**src/rtl/regfile_wr_arbiter.sv**
```systemverilog
// Purpose: owns the register-file write port; zero-fills all registers after reset, then round-robins two writers.
// Latency: one cycle from the grant edge to We/Wa/Wd; the clear sequence takes NREG cycles after reset.
// Backpressure: a requester holds Req/Addr/Data until it sees its combinational grant; no grants while clearing.
`timescale 1ns/1ps
module regfile_wr_arbiter #(
    parameter int AW   = 5,
    parameter int DW   = 32,
    parameter int NREG = 32
) (
    input  logic          Clk,
    input  logic          Clrn,
    input  logic          Req0,
    input  logic [AW-1:0] Addr0,
    input  logic [DW-1:0] Data0,
    output logic          Gnt0,
    input  logic          Req1,
    input  logic [AW-1:0] Addr1,
    input  logic [DW-1:0] Data1,
    output logic          Gnt1,
    output logic          We,
    output logic [AW-1:0] Wa,
    output logic [DW-1:0] Wd,
    output logic          Ready
);

    // Counter must be able to hold NREG itself, not just NREG-1.
    localparam int CW = $clog2(NREG + 1);

    typedef enum logic {
        INIT = 1'b0,
        RUN  = 1'b1
    } state_t;

    state_t        state;
    logic [CW-1:0] cnt;
    logic          ptr;   // 0: requester 0 wins a tie, 1: requester 1 wins
    logic          gnt0;
    logic          gnt1;

    // Grant decision: lone requester always wins, a tie goes to the pointer's favourite.
    always_comb begin
        gnt0 = 1'b0;
        gnt1 = 1'b0;
        if (state == RUN) begin
            gnt0 = Req0 && (!Req1 || !ptr);
            gnt1 = Req1 && (!Req0 ||  ptr);
        end
    end

    assign Gnt0 = gnt0;
    assign Gnt1 = gnt1;

    // Clear sequence, then registered write port driven by the granted requester.
    always_ff @(posedge Clk or negedge Clrn) begin
        if (!Clrn) begin
            state <= INIT;
            cnt   <= '0;
            ptr   <= 1'b0;
            We    <= 1'b0;
            Wa    <= '0;
            Wd    <= '0;
            Ready <= 1'b0;
        end else begin
            case (state)
                INIT: begin
                    // Address 0 is cleared too; only requester writes to it are dropped.
                    We  <= 1'b1;
                    Wa  <= AW'(cnt);
                    Wd  <= '0;
                    cnt <= cnt + 1'b1;
                    if (cnt == CW'(NREG - 1)) begin
                        state <= RUN;
                        Ready <= 1'b1;
                    end
                end
                RUN: begin
                    if (gnt0) begin
                        // Register 0 is hardwired zero: consume the request but do not write.
                        We  <= (Addr0 != '0);
                        Wa  <= Addr0;
                        Wd  <= Data0;
                        ptr <= 1'b1;
                    end else if (gnt1) begin
                        We  <= (Addr1 != '0);
                        Wa  <= Addr1;
                        Wd  <= Data1;
                        ptr <= 1'b0;
                    end else begin
                        We <= 1'b0;
                    end
                end
                default: begin
                    state <= INIT;
                    cnt   <= '0;
                    We    <= 1'b0;
                end
            endcase
        end
    end

endmodule

```
**config.mk**
```make
export PLATFORM = sky130hd
export DESIGN_NAME = regfile_wr_arbiter
export DESIGN_NICKNAME = d
export VERILOG_FILES = /design/src/rtl/regfile_wr_arbiter.sv
export SDC_FILE = /design/constraint.sdc
export NUM_CORES = 1
export LEC_CHECK = 0
export BUFFER_PORTS_ARGS = -buffer_cell sky130_fd_sc_hd__buf_2
export CAP_MARGIN = 20
export CORE_MARGIN = 2
export CORE_UTILIZATION = 45
export CTS_CLUSTER_SIZE = 24
export DETAILED_ROUTE_END_ITERATION = 10
export GPL_ROUTABILITY_DRIVEN = 0
export MAX_ROUTING_LAYER = met4
export PLACE_DENSITY = 0.78
export SLEW_MARGIN = 20
export SYNTH_ARGS = -nofsm -noshare
export SYNTH_HDL_FRONTEND = slang
export SYNTH_SLANG_ARGS = --single-unit
```
**constraint.sdc**
```tcl
create_clock -name Clk -period 1.8 [get_ports Clk]
set_input_delay 0.09 -clock Clk [delete_from_list [all_inputs] [get_ports Clk]]
set_output_delay 0.09 -clock Clk [all_outputs]
set_load 0.05 [all_outputs]
```
Word-level counts from Yosys, hierarchy flattened --
Index checks and enable logic that the tools add are counted.
Operators by class: mux-type cells 15, bitwise gates (word level) 1, reduce and logical (&&, ||, !) cells 12, add/sub/neg operators 1, equality and inequality tests 2
Operator list (number):
- two-way mux 32 bit | 2
- one-hot mux 32 bit (2 select lines) | 1
- two-way mux 5 bit | 2
- one-hot mux 5 bit (2 select lines) | 1
- nonzero test 5 bit | 2
- two-way mux 1 bit | 8
- adder 6 x 1 -> 6 bit, second input constant | 1
- == test 6 x 5 -> 1 bit, second input constant | 1
- AND reduction 2 bit | 2
- logical NOT 1 bit | 3
- inequality test 3 bit, second input constant | 1
- logical AND 1 bit | 2
- logical OR 1 bit | 2
- one-hot mux 1 bit (2 select lines) | 1
- nonzero test 2 bit | 1
- inverter 1 bit | 1
Storage, ports and cells: output and inout bits 41, input bits 78, register bits 47, word-level logic and storage cells 38

Longest topological paths before layout --
depth in word-level cells 7, depth in mapped cells 6, mapped depth without buffers 4

Worst setup path before layout --
OpenSTA, ideal clock, no wires.
path type register -> register, from reg state, to reg We, setup time 126 ps, clock period less this slack 1320 ps, slack 480 ps, data required time 1674 ps, arrival time 1194 ps, path buffers 2, cell stages (with the launch flop) 6, cell sequence dfrtp_1 -> buf_6 -> and2_4 -> and2_4 -> buf_6 -> a221o_1
Between the ends: longest elaborated chain between the ends 4, elaborated cells on any way between the ends 6, those cells by class 5 x mux; 1 x bitwise
Ends and longest elaborated chain:
- start: declaration | RTL line 34 | state_t state;
- start signal: assignment | RTL line 56 | state <= INIT;
- start signal: assignment | RTL line 72 | state <= RUN;
- start signal: assignment | RTL line 93 | state <= INIT;
- two-way mux 1 bit | RTL line 44 | if (state == RUN) begin
- two-way mux 1 bit | RTL line 83 | end else if (gnt1) begin
- two-way mux 1 bit | RTL line 77 | if (gnt0) begin
- one-hot mux 1 bit (2 select lines) * | RTL line 64 | case (state)
- end signal: assignment | RTL line 79 | We <= (Addr0 != '0);
- end signal: assignment | RTL line 84 | We <= (Addr1 != '0);
- end: declaration | RTL line 20 | output logic We,
Mark *: on every way between the ends. The rest lies on a longest branch, timed or not. A chain may end at the register's enable or synchronous reset.

Worst setup path after layout --
from reg state, to out Gnt0
Between the ends: longest elaborated chain between the ends 1
Ends and longest elaborated chain:
- two-way mux 1 bit | RTL line 44
- end: declaration | RTL line 15 | output logic Gnt0,
No other way between the ends.

==> metrics.md <==
| Metric | Value |
|---|---|
| Status | finished, final reports clean |
| Crit path time final | 1.62 ns |
| Post-route ant nets | 0 |
| Synthesis-to-finish area growth | 29.1% |
| Clock slew at reported path FFs | 0.09 ns |
| First-pass GRT wire length | 11,100 um |
| Max_cap viols | 0 |
| Flops & latches, synth | between 40 and 50 |
| Syn Inst Count | 256 |
| Tcrit/Tclk final | 0.902 |
| CTS tree | done |
| Ant diodes | 0 |
| Layout cells sized above 1 | 0.416 |
| CP Launch Type | flop |
| Skew final | 0.00514 ns |
| Buf+Inv Stages, Crit Path | 1 |
| Die width | 77.9 um |
| Syn Area/Cell | 9.59 um2 |
| Worst-path fanout max | 23 |
| Hold WC Path Type | in2reg |
| DRT Pass-1 Iters | 4 |
| Yosys warns | 0 |
| Initial DRC count | 138 |
| Worst EP arrival | 1.53 ns |
| CORE AREA | between 0.005 and 0.006 mm2 |
| Number of global-route vias before repair | roughly 2,200 |
| Final Setup Violations | 0 |
| DIE AREA | between 0.006 and 0.007 mm2 |
| Largest net degree at the start of global routing | 40 |
| Row cnt | 26 |
| Synth Flop Type | dfrtp_1 |
| Top cell by count, worst path | and2_4 |
| Critical path, cell by cell | and2_4 > and2_4 > buf_2 |
| Final Hold Viols | 0 |
| Max Freq | 616 MHz |
| Fillcell total | 454 |
| Post-synth cell types | 36 |
| Setup tns final | 0 ns |
| Number of enable flip-flop cells after synthesis | 0 |
| WL/cell | 15.5 um |
| Lkg Pwr | 1.54 nW |
| Ranking of synthesized cells by area | dfrtp_1 48%, nand3_1 15%, o211ai_1 6.7%, o211ai_2 6.1%, nand2_1 6.0% |
| WL final | 6830 um |
| Synth top cells by count | 74 x nand3_1, 47 x dfrtp_1, 39 x nand2_1, 22 x o211ai_1, 14 x buf_2 |
| Post-CTS resize count | 0 |
| Port bufs | 118 |
| Root Buffer | clkbuf_8 |
| RSZ-0062 raised after global routing | no |
| Final nets | between 400 and 500 |
| Slowest cell on crit path | dfrtp_1 |
| Max incr delay on CP | 0.42 ns |
| Clock Tree Buf Depth | 2 |
| Peak VDD IR | 0.407 mV |
| CP Capture Type | primary output |
| Slew Limit Headroom | 0.718 |
| Area share of the largest cell type after synthesis | 0.479 |
| Initial Utilization | 0.475 |
| Worst Tran Pin Value | 0.423 ns |
| Initial antenna violation count | 0 |
| Hold Slack | between 0.02 and 0.03 ns |
| Pwr/cell area | 884 mW/mm2 |
| Gr ovfl total | 0 |
| H-tree levels | 2 |
| CTS Buf Count | 5 |
| Slew Viols, Final | 0 |
| I/O pin count | between 100 and 150 |
| Clk sinks | 47 |
| Most frequent cell after synthesis | nand3_1 |
| Final core occ | 0.613 |
| Clk Latency, worst-skew pair | roughly 0.3 ns |
| WS Path Type | reg2out |
| Critical Path RT | 1.71 ns |
| Cell area after synthesis | 0.00246 mm2 |
| Ys async rst share | 1.00 |
| Register area share after synthesis | 0.479 |
| Vias per cell | between 5 and 6 |
| Die Y | 77.9 um |
| Vias after detailed routing | 2,426 |
| DP HPWL | between 4000 and 5000 um |
| Drt drc | 0 |
| Syn_nets | 335 |
| Largest area contributor in the netlist | dfrtp_1 |
| Total GRT Usage | 0.238 |
| Crit path max-delay family | simple AND/OR/NAND/NOR gates |
flip-flops by register name (all words and copies together) (netlist names):
register	count
Wa	5
cnt	6
We	1
state	1
ptr	1
Ready	1
Wd	32
power breakdown:
group / switching (mW) / internal, mW
registers: 0.0629 / 1.16
clock network: 0.359 / 0.272
logic: 0.675 / 0.271
placed cells by master, fill, tap and decap left out, types with 2 or more instances in the layout:
cell	count
a2bb2oi_1	2
and2_4	2
nand3_1	74
o2111ai_1	2
buf_4	11
buf_2	118
o211ai_1	22
nor2_1	2
nand2_1	39
nand4_1	2
o211ai_2	12
clkbuf_8	5
dfrtp_1	47
xnor2_1	5
nor2b_1	2
routing by layer:
| layer | share of wire | track usage | up-vias |
|---|---|---|---|
| met5 | 0 | - | - |
| met4 | 0.0035 | 0.0589 | 0 |
| met3 | 0.082 | 0.0558 | 4 |
| met2 | 0.49 | 0.378 | 112 |
| met1 | 0.42 | 0.309 | 1155 |
| li1 | - | - | 1155 |
cell type report:
type,instances,area (um2),area share
clock inverter,2,12.5,0.00394
clock buffer,6,72.6,0.0229
tap,70,87.6,0.0276
multi-input combinational,182,1110,0.351
timing repair buffer,131,703,0.222
sequential,47,1180,0.371
inverter,2,7.51,0.00237
final timing paths:
| kind | start | slack (ns) | cells after the start | endpoint |
|---|---|---|---|---|
| max | state$_DFF_PN0_ | 0.18 | 3 | Gnt0 |
| min | Data0[30] | 0.03 | 3 | Wd[30]$_DFFE_PN0P_ |
| max reg2reg | state$_DFF_PN0_ | 0.36 | 3 | Wa[0]$_DFFE_PN0P_ |
| min reg2reg | Ready$_DFFE_PN0P_ | 0.48 | 1 | Ready$_DFFE_PN0P_ |
| max in group asynchronous | Clrn | 1.24 | 3 | Wd[20]$_DFFE_PN0P_ |
| min in group asynchronous | Clrn | 0.30 | 3 | Wa[0]$_DFFE_PN0P_ |
through the flow:
| step | power [mW] | cell area (um2) | setup slack, ns | std cells |
|---|---|---|---|---|
| floorplan | 1.91 | 2460 | 0.480 | 256 |
| global route | 2.94 | 3170 | 0.0971 | 440 |
| global placement | 2.18 | 3080 | 0.386 | 431 |
| finish | 2.80 | 3170 | 0.177 | 440 |
| detailed placement | 2.20 | 3080 | 0.380 | 431 |
| CTS | 2.83 | 3170 | 0.166 | 440 |
worst reg2reg max path: stages, from the launching register on:
cell and delay (ns):
dfrtp_1 0.42, buf_12 0.21, clkinv_1 0.27, o41ai_1 0.44
repair_timing:
item / 4_1_cts / 5_1_grt
hold buffers: 1 / 0
endpoints found under the hold margin: 47 / 0
setup buffers: 0 / 0
setup endpoints to repair: 0 / 0
cell families after synthesis:
logic type / after synthesis / synth area share
buf+inv: 27 / 0.0683
xor+xnor: 5 / 0.0178
mux: 1 / 0.00458
simple gates: 129 / 0.256
flops: 47 / 0.479
compound gates: 46 / 0.169
fa+ha+maj: 1 / 0.00509
Note: power is estimated with default switching activity, not from simulation.
